**config.mk**
```make
export PLATFORM = sky130hd
export DESIGN_NAME = linear_interp_upsampler_flat
export DESIGN_NICKNAME = d
export VERILOG_FILES = /design/src/rtl/interp_pkg.sv /design/src/rtl/linear_interp_upsampler_if.sv /design/src/rtl/interp_sample_buffer.sv /design/src/rtl/linear_interp_upsampler.sv /design/src/flat_wrapper.sv
export SDC_FILE = /design/constraint.sdc
export NUM_CORES = 1
export LEC_CHECK = 0
export ABC_AREA = 1
export BUFFER_PORTS_ARGS = -buffer_cell sky130_fd_sc_hd__buf_4
export CAP_MARGIN = 20
export CORE_UTILIZATION = 45
export DETAILED_ROUTE_END_ITERATION = 16
export PLACE_DENSITY = 0.6
export SLEW_MARGIN = 20
export SYNTH_ARGS = -nofsm -noshare
export SYNTH_HDL_FRONTEND = slang
export SYNTH_SLANG_ARGS = --single-unit
export TNS_END_PERCENT = 30
```
**constraint.sdc**
```tcl
create_clock -name clk -period 2.3 [get_ports clk]
set_input_delay 0.115 -clock clk [delete_from_list [all_inputs] [get_ports clk]]
set_output_delay 0.115 -clock clk [all_outputs]
set_load 0.03 [all_outputs]
```
**src/rtl/interp_pkg.sv**
```systemverilog
// rtl/interp_pkg.sv - shared types and helpers for the linear interpolation upsampler
package interp_pkg;

    typedef enum logic {
        IDLE = 1'b0,
        RAMP = 1'b1
    } interp_state_t;

    localparam int unsigned DEFAULT_SIGNALWIDTH = 16;
    localparam int unsigned DEFAULT_STEPBITS    = 8;
    localparam int unsigned DEFAULT_N           = 32'd1 << DEFAULT_STEPBITS;

    // Offset-binary zero level for a bus of the given width.
    function automatic int unsigned midscale(input int unsigned width);
        return 32'd1 << (width - 1);
    endfunction

    // Number of clocks a segment takes to reach its target.
    function automatic int unsigned n_steps(input int unsigned stepbits);
        return 32'd1 << stepbits;
    endfunction

endpackage

```
**src/rtl/linear_interp_upsampler_if.sv**
```systemverilog
// rtl/linear_interp_upsampler_if.sv - sample input handshake between producer and upsampler
interface linear_interp_upsampler_if #(
    parameter int signalwidth = 16
);
    logic [signalwidth-1:0] in_d;
    logic                   in_valid;
    logic                   in_ready;

    modport master (
        output in_d,
        output in_valid,
        input  in_ready
    );

    modport slave (
        input  in_d,
        input  in_valid,
        output in_ready
    );
endinterface

```
**src/rtl/interp_sample_buffer.sv**
```systemverilog
// rtl/interp_sample_buffer.sv - one-entry sample holding register with valid/ready handshake
module interp_sample_buffer #(
    parameter int signalwidth = 16
) (
    input  logic                   clk,
    input  logic                   reset,
    input  logic [signalwidth-1:0] in_d,
    input  logic                   in_valid,
    output logic                   in_ready,
    input  logic                   pop,
    output logic [signalwidth-1:0] buf_data,
    output logic                   buf_valid
);

    // Ready only while empty; a pop frees the slot for the following cycle.
    assign in_ready = !buf_valid;

    // Capture on transfer, release on pop (the two never coincide: pop needs a full slot).
    always_ff @(posedge clk) begin
        if (reset) begin
            buf_data  <= '0;
            buf_valid <= 1'b0;
        end else if (in_valid && in_ready) begin
            buf_data  <= in_d;
            buf_valid <= 1'b1;
        end else if (pop) begin
            buf_valid <= 1'b0;
        end
    end

endmodule

```
**src/rtl/linear_interp_upsampler.sv**
```systemverilog
// rtl/linear_interp_upsampler.sv - linear ramp between consecutive samples, feeding a DAC d input
module linear_interp_upsampler
    import interp_pkg::*;
#(
    parameter int signalwidth = 16,
    parameter int stepbits    = 8
) (
    input  logic                          clk,
    input  logic                          reset,
    linear_interp_upsampler_if.slave      s_in,
    output logic [signalwidth-1:0]        q,
    output logic                          underrun
);

    localparam int AW = signalwidth + stepbits;
    localparam int unsigned N = n_steps(stepbits);
    localparam logic [signalwidth-1:0] MID = signalwidth'(midscale(signalwidth));

    interp_state_t           state, state_next;
    logic [AW-1:0]           acc, acc_next, acc_sum;
    logic signed [signalwidth:0] delta, delta_next, seg_delta;
    logic signed [AW-1:0]    delta_ext;
    logic [stepbits-1:0]     phase, phase_next;
    logic [signalwidth-1:0]  target, target_next;
    logic                    underrun_next;
    logic                    last_step;
    logic                    pop;
    logic [signalwidth-1:0]  buf_data;
    logic                    buf_valid;

    interp_sample_buffer #(
        .signalwidth(signalwidth)
    ) u_buf (
        .clk      (clk),
        .reset    (reset),
        .in_d     (s_in.in_d),
        .in_valid (s_in.in_valid),
        .in_ready (s_in.in_ready),
        .pop      (pop),
        .buf_data (buf_data),
        .buf_valid(buf_valid)
    );

    // The per-clock increment is the segment difference; N additions land exactly on target.
    assign delta_ext = AW'(delta);
    assign acc_sum   = acc + $unsigned(delta_ext);
    assign seg_delta = $signed({1'b0, buf_data}) - $signed({1'b0, target});
    assign last_step = (phase == stepbits'(N - 1));
    assign q         = acc[AW-1:stepbits];

    // Next-state and datapath decisions: load a new segment, step the ramp, or flag an underrun.
    always_comb begin
        state_next    = state;
        acc_next      = acc;
        phase_next    = phase;
        target_next   = target;
        delta_next    = delta;
        underrun_next = 1'b0;
        pop           = 1'b0;
        case (state)
            IDLE: begin
                if (buf_valid) begin
                    target_next = buf_data;
                    delta_next  = seg_delta;
                    phase_next  = '0;
                    pop         = 1'b1;
                    state_next  = RAMP;
                end
            end
            RAMP: begin
                acc_next   = acc_sum;
                phase_next = phase + 1'b1;
                if (last_step) begin
                    if (buf_valid) begin
                        target_next = buf_data;
                        delta_next  = seg_delta;
                        pop         = 1'b1;
                    end else begin
                        delta_next    = '0;
                        underrun_next = 1'b1;
                        state_next    = IDLE;
                    end
                end
            end
            default: begin
                state_next = IDLE;
            end
        endcase
    end

    // Register the FSM and datapath; reset parks the output at midscale.
    always_ff @(posedge clk) begin
        if (reset) begin
            state    <= IDLE;
            acc      <= {MID, {stepbits{1'b0}}};
            phase    <= '0;
            target   <= MID;
            delta    <= '0;
            underrun <= 1'b0;
        end else begin
            state    <= state_next;
            acc      <= acc_next;
            phase    <= phase_next;
            target   <= target_next;
            delta    <= delta_next;
            underrun <= underrun_next;
        end
    end

endmodule
```
**src/flat_wrapper.sv**
```systemverilog
// flat-port wrapper written by rule: the top's interface ports become plain ports
module linear_interp_upsampler_flat import interp_pkg::*;
#(
    parameter int signalwidth = 16,
    parameter int stepbits    = 8
)
  (clk, reset, q, underrun, s_in_in_d, s_in_in_valid, s_in_in_ready);
  linear_interp_upsampler_if #(.signalwidth(signalwidth)) s_in_i ();
  input  logic clk;
  input  logic reset;
  output logic [signalwidth-1:0] q;
  output logic underrun;
  input wire logic [$bits(s_in_i.in_d)-1:0] s_in_in_d;
  input wire logic [$bits(s_in_i.in_valid)-1:0] s_in_in_valid;
  output wire logic [$bits(s_in_i.in_ready)-1:0] s_in_in_ready;
  assign s_in_i.in_d = s_in_in_d;
  assign s_in_i.in_valid = s_in_in_valid;
  assign s_in_in_ready = s_in_i.in_ready;
  linear_interp_upsampler #(.signalwidth(signalwidth), .stepbits(stepbits)) u_core (.clk(clk), .reset(reset), .s_in(s_in_i), .q(q), .underrun(underrun));
endmodule
```
# Yosys cells after proc, flatten, opt, wreduce, memory -nomap -nowiden
# Index checks and enable logic that the tools add are counted.
[classes] n_addsub=3 eq_ne=3 mux=17 n_bitwise=2 reduce_logical=5
[op_table] op="$mux W17" n=3
[op_table] op="$pmux W17 S2" n=1
[op_table] op="$mux W16" n=2
[op_table] op="$pmux W16 S2" n=1
[op_table] op="$add A24 B24 Y24" n=1
[op_table] op="$sub A16 B16 Y17" n=1
[op_table] op="$pmux W8 S2" n=1
[op_table] op="$add A8 B1 Y8 const B" n=1
[op_table] op="$eq A8 B8 Y1 const B" n=1
[op_table] op="$mux W8" n=1
[op_table] op="$mux W1" n=6
[op_table] op="$ne A2 B2 Y1 const B" n=2
[op_table] op="$pmux W1 S2" n=2
[op_table] op="$reduce_or A3 Y1" n=1
[op_table] op="$not A1 Y1" n=2
[op_table] op="$reduce_and A2 Y1" n=1
[op_table] op="$reduce_bool A2 Y1" n=1
[op_table] op="$logic_and A1 B1 Y1" n=1
[op_table] op="$logic_not A1 Y1" n=1
[totals] reg_bits=84 inputBits=19 output_inout_bits=18 word_cells=38

# Longest topological paths before layout
# Gate-level depths: netlist of the first run.
[logic_depth] depth_word=5 ltp_mapped=13 ltp_nobuf=13

# Modules after synthesis
# Synthesis of the first run repeated with hierarchy kept, for this count alone.
[hier_totals] hier_cells=982 hier_area_um2=5977.0
[by_module_without_submodules] module="linear_interp_upsampler" instances=1 cells_each=872 area_each_um2=5233.8
[by_module_without_submodules] module="interp_sample_buffer" instances=1 cells_each=110 area_each_um2=743.2

# Worst setup path after synthesis of the first run
# No wires, ideal clock.
[synth_path] path_kind="register to register" from="register u_core.delta[0]" to="register u_core.acc[12]" setup_time_ns=0.109 arrival_time_ns=1.633 t_required_ns=2.191 path_slack_ns=0.558 path_stages_with_launch=13 n_path_buf=0 period_less_slack_ns=1.742 cell_sequence="dfxtp_1 > ha_1 > fa_1 > nand3_1 > nand3_1 > nand3_1 > nand2_1 > nand2_1 > nand2_1 > nand2_1 > nand3_1 > nand2_1 > inv_1"
[synth_via] elab_chain_len=1
[synth_rtl] item="from (decl)" line="linear_interp_upsampler.sv:21" text="logic signed [signalwidth:0] delta, delta_next, seg_delta;"
[synth_rtl] item="from (signal assigned)" line="linear_interp_upsampler.sv:105" text="delta <= delta_next;"
[synth_rtl] item="$add A24 B24 Y24" line="linear_interp_upsampler.sv:46" text="assign acc_sum = acc + $unsigned(delta_ext);"
[synth_rtl] item="to (signal assigned)" line="linear_interp_upsampler.sv:95" text="acc <= {MID, {stepbits{1'b0}}};"
[synth_rtl] item="to (signal assigned)" line="linear_interp_upsampler.sv:102" text="acc <= acc_next;"
[synth_rtl] item="to (decl)" line="linear_interp_upsampler.sv:20" text="logic [AW-1:0] acc, acc_next, acc_sum;"
# No other way between the ends.
# A chain may end at the register's enable or synchronous reset.

# Worst setup path after layout of the first run
[layout_path] from="register u_core.delta[0]" to="register u_core.acc[16]"
# The elaborated chain is that of the path after synthesis.

==> summary.txt, run 1 <==
Outcome
  • Status: complete, no violations

Placement
  • Detailed placer's ending HPWL: 10.36 mm
  • # port buffers: 36
  • Final RePlAce weighted congestion: 0.8857
  • Placed cell area: 0.006187 mm2

Timing
  • Slew HR: 0.7038
  • Worst-Margin Slew: 0.4438 ns
  • Tmin final: 2.035 ns
  • Pins Over Slew Limit: 0
  • RSZ-0062 raised after global routing: false
  • Setup TNS: 0 ns
  • Fin crit share: 0.8849
  • Final hold vios: 0
  • Hold_ws: 0.05788 ns
  • Clk_skew: 0.006035 ns
  • Endpoints failing setup: 0
  • Max frequency: 491.3 MHz

CTS
  • Post-cts sizing count: 0
  • CTS clock-pin slew for the worst setup and hold paths: 0.06 ns
  • Num CTS Buffers: 9
  • CTS tree: built
  • # clock sinks: 84
  • CTS Buffer Depth: 2
  • H-tree depth: 3
  • Worst skew pair latency: 0.35 ns
  • CTS root buf: clkbuf_16

Floorplan
  • Die extent in x: 116.2 um
  • I/O pin count: 37
  • Initial Util: 0.4635
  • Die area: 0.01351 mm2
  • Die Ht: 116.2 um
  • Site Rows: 41
  • Core Footprint: 0.01267 mm2

Finish
  • Most frequent cells in the layout: 254 x nand2_1, 158 x inv_1, 118 x nor2_1, 84 x dfxtp_1, 58 x a21oi_1
  • Design area: 0.006703 mm2
  • Area Growth Syn to Fin: 14.12%
  • Fin nets: 1033
  • Commonest non-fill, non-tap cell in the layout: nand2_1
  • Final core occ: 0.5290
  • Layout cell share with drive strength beyond 1: 0.09426
  • # fillers: 1348
  • Antenna cell count: 0

Detailed routing
  • Post-DR wirelength/cell: 11.89 um
  • Vias per cell: 4.725
  • DRC viols: 0
  • Drt initial violations: 252
  • DRT antenna net count: 0
  • Via count: 5424
  • DRT Pass-1 Iters: 5
  • Total Wirelength: 13.65 mm

Global route
  • Largest net degree at the start of global routing: 40
  • Gr usage total: 0.2253
  • First-pass GRT wire length: 23.61 mm
  • Initial antenna violation count: 0
  • Vias in the first global route: 5207
  • GRT overflow: 0

Critical path
  • WP data arrival: 2.28 ns
  • Crit end category: flop
  • Worst setup SP type: flop
  • WS Path Type: reg2reg
  • Crit path max fanout: 4
  • CP Data Required Time: 2.55 ns

Synthesis
  • Sequential fraction of the synthesis area: 0.2863
  • Synth top area share: 0.2863
  • Number of synthesized flops with an enable pin: 0
  • Synth Cell Area: 0.005873 mm2
  • Yosys warning count: 0
  • Ys flop type: dfxtp_1
  • Yosys cell types: 39
  • Flops & latches, synth: 84
  • Syn avg cell area: 6.248 um2
  • Dominant cells by area after synthesis: dfxtp_1 29%, nand2_1 16%, inv_1 10%
  • Cell taking the most area after synthesis: dfxtp_1
  • FFs w/ async S/R, synth: 0
  • Post-synthesis instance total: 940
  • Synthesized Nets: 1002

Power and ir drop
  • IR drop worst, VDD: 0.3734 mV
  • Lkg Pwr: 3.508 nW
  • Pwr per Cell Area: 714.2 mW/mm2
  • Power consumption: 4.787 mW

Run
  • Maxcap violations: 0

Hold path
  • Hold WC Path Type: in2reg
-- cell usage after synthesis, drive strengths merged (4+ instances only) --
cell and n:
nand4 9, nand3 55, nor2 119, nand2 269, buf 24, clkbuf 14
o21ai 54, nor3 9, nand3b 4, inv 160, dfxtp 84, a21oi 70
or2 4, xor2 11, ha 41
-- worst max-delay path, stage by stage (launching register included) --
cell and delay [ns]:
dfxtp_1 0.33, ha_1 0.27, fa_1 0.47, nand3_1 0.10
nand3_1 0.16, nand3_1 0.12, nand2_1 0.11, nand2_1 0.11
nand2_1 0.05, nand2_1 0.05, nand3_1 0.07, nand2_1 0.07
inv_1 0.03
-- final cells by class --
cell class | instances | area [um2] | area share
multi-input cells | 656 | 3343 | 0.4988
well taps | 172 | 215.2 | 0.03211
clock buffers | 10 | 229.0 | 0.03416
flip-flops and latches | 84 | 1682 | 0.2509
repair buffers | 58 | 485.5 | 0.07243
inverters | 162 | 611.8 | 0.09128
clock inverters | 6 | 136.4 | 0.02035
-- logic make-up (layout without fill, tap and decap cells) --
group | Yosys count | after routing | share of synthesized area
AO/OA/AOI/OAI | 130 | 130 | 0.1216
buffers and inverters | 200 | 236 | 0.1444
XOR/XNOR | 12 | 12 | 0.01790
flip-flops | 84 | 84 | 0.2863
adder cells (fa/ha/maj) | 43 | 43 | 0.09416
AND/OR/NAND/NOR | 471 | 471 | 0.3355
-- routing by layer --
layer | share of wire | GRT usage
met4 | 0.022 | 0.08718
met5 | 0 | 0
met2 | 0.46 | 0.3890
met3 | 0.032 | 0.04411
met1 | 0.48 | 0.2752
-- per-stage QoR --
step / instances / setup slack (ns)
final: 1148 / 0.2647
after global routing: 1148 / 0.08829
after CTS: 1148 / 0.2830
after detailed placement: 1117 / 0.3057
after global placement: 1117 / 0.2957
after floorplan: 940 / 0.5579
-- registers in the layout (all words and copies together), names as in the netlist --
register,count
u_core.target,16
u_core.acc,24
u_core.underrun,1
u_core.u_buf.buf_valid,1
u_core.state,1
u_core.u_buf.buf_data,16
u_core.phase,8
u_core.delta,17
-- path summary, 6_finish.rpt --
check,start,endpoint,slack [ns],cells past startpoint
worst min-delay path,s_in_in_valid,u_core.u_buf.buf_valid,0.06,3
worst max register to register,u_core.delta[0],u_core.acc[16],0.26,12
worst min register to register,u_core.target[10],u_core.target[10],0.45,2
worst max-delay path,u_core.delta[0],u_core.acc[16],0.26,12
-- where the power goes --
group | internal, mW | total [mW] | switching, mW
sequential | 1.58 | 1.69 | 0.104
clock | 1.17 | 1.79 | 0.617
combinational | 0.487 | 1.31 | 0.822
-- what timing repair did --
action	4_1_cts	5_1_grt
hold buffers	15	0
buffers inserted	0	0
hold endpoints to repair	15	0
Note: power is estimated with default switching activity, not from simulation.
==> run 2: changes to the inputs <==
--- a/config.mk
+++ b/config.mk
@@ -8,9 +8,11 @@
 export ABC_AREA = 1
 export BUFFER_PORTS_ARGS = -buffer_cell sky130_fd_sc_hd__buf_4
 export CAP_MARGIN = 20
-export CORE_UTILIZATION = 45
+export CELL_PAD_IN_SITES_DETAIL_PLACEMENT = 1
+export CELL_PAD_IN_SITES_GLOBAL_PLACEMENT = 1
+export CORE_UTILIZATION = 44
 export DETAILED_ROUTE_END_ITERATION = 16
-export PLACE_DENSITY = 0.6
+export PLACE_DENSITY = 0.8
 export SLEW_MARGIN = 20
 export SYNTH_ARGS = -nofsm -noshare
 export SYNTH_HDL_FRONTEND = slang
==> run 2 against run 1 <==
  * The flow now finishes with violations (negative hold slack)
  * Clock skew up 0.00094 ns
  * Power down 1.4%
  * Combinational power up 5%
  * Global-route usage up 3.7 points
  * Maximum frequency down 2.4%
  * Critical path type unchanged
  * Largest power group is now sequential cells
  * Highest routed layer unchanged
==> summary.txt, run 2 (synthesis gave the netlist of run 1 again) <==
Timing
  • Clk_skew: 0.006979 ns
  • Fin crit share: 0.9071
  • Hold_ws: -0.004305 ns
  • Slew HR: 0.6732
  • Tmin final: 2.086 ns
  • Setup TNS: 0 ns
  • Max frequency: 479.3 MHz
  • Final hold vios: 1
  • Endpoints failing setup: 0
  • Pins Over Slew Limit: 0
  • RSZ-0062 raised after global routing: false
  • Worst-Margin Slew: 0.4896 ns

Finish
  • Top Registers: u_core.acc (24), u_core.delta (17)
  • Layout cell share with drive strength beyond 1: 0.09166
  • Final cell count without fillers: 1143
  • Area Growth Syn to Fin: 12.53%
  • Most frequent cells in the layout: 254 x nand2_1, 158 x inv_1, 118 x nor2_1, 84 x dfxtp_1, 58 x a21oi_1
  • Top reg by flops: u_core.acc
  • Design area: 0.006609 mm2
  • Final core occ: 0.5153
  • Commonest non-fill, non-tap cell in the layout: nand2_1
  • Antenna cell count: 0
  • Fin nets: 1028
  • Max FFs per register: 24

Floorplan
  • Die extent in x: 117.5 um
  • Initial Util: 0.4580
  • I/O pin count: 37
  • Site Rows: 41
  • Core Footprint: 0.01282 mm2
  • Die area: 0.01381 mm2
  • Die Ht: 117.5 um

CTS
  • # clock sinks: 84
  • CTS clock-pin slew for the worst setup and hold paths: 0.07 ns
  • Worst skew pair latency: 0.35 ns
  • CTS root buf: clkbuf_16
  • Num CTS Buffers: 9
  • CTS tree: built
  • Post-cts sizing count: 0
  • H-tree depth: 3
  • CTS Buffer Depth: 2

Detailed routing
  • DRC viols: 0
  • Via count: 5819
  • Post-DR wirelength/cell: 15.08 um
  • Total Wirelength: 17.24 mm
  • Drt initial violations: 163
  • Vias per cell: 5.091
  • DRT Pass-1 Iters: 4
  • DRT antenna net count: 0

Global route
  • GRT overflow: 0
  • Largest net degree at the start of global routing: 40
  • Gr usage total: 0.2619
  • Initial antenna violation count: 0
  • Vias in the first global route: 6159
  • First-pass GRT wire length: 29.19 mm

Hold path
  • Hold WC Path Type: in2reg

Placement
  • Placed cell area: 0.006160 mm2
  • Final RePlAce weighted congestion: 0.9328
  • Detailed placer's ending HPWL: 13.06 mm
  • Inst Count DP: 1115
  • # port buffers: 36

Run
  • Maxcap violations: 0

Power and ir drop
  • IR drop worst, VDD: 0.3706 mV
  • Pwr per Cell Area: 714.5 mW/mm2
  • Lkg Pwr: 3.466 nW

Critical path
  • Crit path max fanout: 4
  • WP data arrival: 2.33 ns
  • Crit end category: flop
  • CP Data Required Time: 2.55 ns
  • WS Path Type: reg2reg
  • Worst setup SP type: flop

Outcome
  • Failing checks: negative hold slack
  • Status: complete, but fails checks
-- run 2: final timing paths --
check | from | end | slack [ns] | cells past startpoint
worst max-delay path | u_core.delta[0] | u_core.acc[14] | 0.21 | 10
worst min-delay path | s_in_in_d[15] | u_core.u_buf.buf_data[15] | -0.004 | 3
worst max register to register | u_core.delta[0] | u_core.acc[14] | 0.21 | 10
worst min register to register | u_core.target[10] | u_core.target[10] | 0.46 | 2
-- run 2: critical path, stage by stage, from the launching register on --
cell and delay, ns:
dfxtp_1 0.33, ha_1 0.26, fa_1 0.48, nand2_1 0.11
nand3_1 0.19, nand3_1 0.12, nand2_1 0.13, nand2_1 0.09
nand2_1 0.04, o21ai_0 0.16, inv_1 0.06
-- run 2: final cells by class --
type / instances / area (um2)
multi-input combinational: 656 / 3343
clock inverter: 3 / 68.82
timing repair buffer: 53 / 427.9
inverter: 162 / 611.8
sequential: 84 / 1682
fill: 1761 / 6216
clock buffer: 13 / 260.3
tap: 172 / 215.2
-- run 2: per-layer routing --
layer / GRT usage / vias to the layer above / routed length, um
met1: 0.2912 / 2700 / 7305
met4: 0.1090 / 0 / 511
met2: 0.4933 / 111 / 8826
met3: 0.03828 / 42 / 597
li1: - / 2966 / -
met5: 0 / - / 0
-- run 2: through the flow --
step,setup WS [ns],hold slack (ns),total power [mW]
detailed placement,0.2379,0.3463,3.059
finish,0.2137,-0.004305,4.722
global placement,0.2721,0.3351,2.997
CTS,0.2102,0.0004184,4.746
floorplan,0.5579,0.2499,2.728
global route,0.03993,0.01859,5.002
-- run 2: where the power goes --
group | switching, mW | internal, mW
logic | 0.886 | 0.482
registers | 0.111 | 1.58
clock network | 0.643 | 1.02
-- run 2: repair_timing --
action                                 in CTS  in global routing
hold buffers                               12                  0
endpoints found under the hold margin      12                  0
buffers inserted                            0                  0
==> run 3: changes to the inputs <==
--- a/config.mk
+++ b/config.mk
@@ -10,9 +10,9 @@
 export CAP_MARGIN = 20
 export CELL_PAD_IN_SITES_DETAIL_PLACEMENT = 1
 export CELL_PAD_IN_SITES_GLOBAL_PLACEMENT = 1
-export CORE_UTILIZATION = 44
+export CORE_UTILIZATION = 39
 export DETAILED_ROUTE_END_ITERATION = 16
-export PLACE_DENSITY = 0.8
+export PLACE_DENSITY = 0.74
 export SLEW_MARGIN = 20
 export SYNTH_ARGS = -nofsm -noshare
 export SYNTH_HDL_FRONTEND = slang
==> constraint.sdc (replaced) <==
create_clock -name clk -period 1.7 [get_ports clk]
set_input_delay 0.085 -clock clk [delete_from_list [all_inputs] [get_ports clk]]
set_output_delay 0.085 -clock clk [all_outputs]
set_load 0.03 [all_outputs]
==> run 3 against run 2 <==
  * Worst hold slack better by 0.031 ns
  * Wire length up 8.6%
  * Global-route usage shrank 2.6 points
  * Critical path depth is 2 higher
  * Register-to-register slack worse by 0.29 ns
  * Combinational power increased by 87%
  * Sequential power rose by 38%
  * Critical endpoint is now u_core.acc[9]
  * The flow finishes with violations (negative setup slack)
  * Clock skew fell by 0.0015 ns
  * Non-clock buffer count rose by 95
==> summary.txt, run 3 (synthesis gave the netlist of run 1 again) <==
Global route
  • Busiest layer in global routing: met2
  • Largest net degree at the start of global routing: 40
  • GRT overflow: 0
  • Met3 Use GR: 0.02148
  • Vias in the first global route: 6498
  • Gr usage total: 0.2360
  • First-pass GRT wire length: 29.92 mm
  • Met2 Usage GRT: 0.4326
  • Initial antenna violation count: 0
  • Met1 Usage GRT: 0.2814

Finish
  • Area Growth Syn to Fin: 36.62%
  • Design area: 0.008024 mm2
  • Layout cell share with drive strength beyond 1: 0.2905
  • Antenna cell count: 0
  • # fillers: 1887
  • Top Registers: u_core.acc (24), u_core.delta (17)
  • Area of the multi-input gates: 0.003984 mm2
  • Fin nets: 1124
  • Max FFs per register: 24
  • Most frequent cells in the layout: 224 x nand2_1, 155 x inv_1, 132 x buf_4, 107 x nor2_1, 59 x dfxtp_1
  • Reg area: 0.001718 mm2
  • Top reg by flops: u_core.acc
  • Commonest non-fill, non-tap cell in the layout: nand2_1
  • Final cell count without fillers: 1251

Detailed routing
  • DRT Pass-1 Iters: 4
  • DRT antenna net count: 0
  • Via count: 6172
  • Drt initial violations: 161
  • Total Wirelength: 18.73 mm
  • Post-DR wirelength/cell: 14.97 um
  • DRC viols: 0
  • Vias per cell: 4.934

Power and ir drop
  • IR drop worst, VDD: 0.5125 mV
  • Comb pwr share: 0.361
  • Pwr per Cell Area: 883.0 mW/mm2
  • Switching share of power: 0.3526
  • Sequential share of power: 0.330
  • Power consumption: 7.085 mW
  • Power Internal: 4.587 mW
  • Lkg Pwr: 3.991 nW
  • Switching pwr: 2.498 mW
  • Clock power share: 0.309

Timing
  • Clk_skew: 0.005434 ns
  • Slew HR: 0.6620
  • RSZ-0062 raised after global routing: true
  • Max frequency: 562.8 MHz
  • Slack of the critical path: -0.07668 ns
  • Tmin final: 1.777 ns
  • Fin crit share: 1.045
  • Endpoints failing setup: 4
  • Setup TNS: -0.1101 ns
  • Pins Over Slew Limit: 0
  • Final hold vios: 0
  • Worst-Margin Slew: 0.5065 ns

Floorplan
  • I/O pin count: 37
  • Site Rows: 44
  • Die extent in x: 124.7 um
  • Die area: 0.01555 mm2
  • Initial Util: 0.4026
  • Die Ht: 124.7 um
  • Core Footprint: 0.01459 mm2

Critical path
  • Crit path max fanout: 4
  • Max stage delay cell, worst path: dfxtp_2
  • Cell repeated most along the worst path: nand2_1
  • Worst setup SP type: flop
  • WP data arrival: 2.02 ns
  • Setup slack, reg-to-reg: -0.08 ns
  • Critical path cell sequence: ha_4 -> nand2_1 -> inv_1 -> nand2_1 -> nand2_1 -> nand2_1 -> nand3_2 -> buf_4 -> nand2_1 -> nand3_1 -> o211ai_1 -> inv_1
  • CP Data Required Time: 1.94 ns
  • WS Path Type: reg2reg
  • CP peak stage delay: 0.35 ns
  • Crit end category: flop

Placement
  • Final RePlAce weighted congestion: 0.8429
  • Placed cell area: 0.006843 mm2
  • Detailed placer's ending HPWL: 13.01 mm
  • Inst Count DP: 1214
  • Post-Place Worst Slack: -0.1670 ns
  • # port buffers: 36

CTS
  • CTS tree: built
  • CTS clock-pin slew for the worst setup and hold paths: 0.07 ns
  • CTS root buf: clkbuf_16
  • Worst skew pair latency: 0.35 ns
  • Num CTS Buffers: 9
  • H-tree depth: 3
  • CTS Buffer Depth: 2
  • # clock sinks: 84

Hold path
  • Hold WC Path Type: in2reg

Outcome
  • Failing checks: negative setup slack
  • Status: complete, but fails checks

Run
  • Maxcap violations: 0
## run 3: worst max-delay path, delay by kind of cell (launching register included)
| kind | cells | cell delay (ns) |
|---|---|---|
| fa+ha+maj | 1 | 0.26 |
| buf+inv | 3 | 0.28 |
| compound gates | 1 | 0.10 |
| simple gates | 7 | 0.68 |
| flops | 1 | 0.35 |
## run 3: layout make-up
type,instances,area share
inverters,162,0.07734
repair buffers,148,0.1447
well taps,184,0.02869
clock inverters,4,0.009200
clock buffers,12,0.02947
multi-input cells,657,0.4965
flip-flops and latches,84,0.2141
## run 3: power groups by stage
stage | clock [mW] | sequential [mW] | combinational, mW
2_1_floorplan | 0 | 2.28 | 1.41
3_3_place_gp | 0 | 2.30 | 2.10
3_5_place_dp | 0 | 2.31 | 2.15
4_1_cts | 2.21 | 2.30 | 2.33
5_1_grt | 2.28 | 2.36 | 2.85
6_report | 2.19 | 2.34 | 2.56
## run 3: metal layers
metal / part of all wire / vias up
li1: - / 3165
met1: 0.45 / 2913
met2: 0.51 / 64
met3: 0.018 / 30
met4: 0.023 / 0
met5: 0 / -
## run 3: stage by stage
step           hold WS (ns)    util
6_report            0.02686  0.5500
5_1_grt             0.04836  0.5500
4_1_cts             0.01504  0.5210
3_5_place_dp         0.3126  0.4690
3_3_place_gp         0.3051  0.4690
2_1_floorplan        0.2199       -
## run 3: final timing paths
kind / start / to / depth (start not counted)
setup / recovery: u_core.delta[4] / u_core.acc[9] / 12
hold / removal: s_in_in_valid / u_core.u_buf.buf_valid / 3
setup reg to reg: u_core.delta[4] / u_core.acc[9] / 12
hold reg to reg: u_core.target[13] / u_core.target[13] / 2
## run 3: timing repair
item | CTS | global route
cloned | 0 | 1
endpoints found under the setup margin | 43 | 50
resized for setup | 56 | 107
pin swaps | 8 | 17
endpoints found under the hold margin | 15 | 0
buffers inserted | 0 | 5
hold buffers | 15 | 0
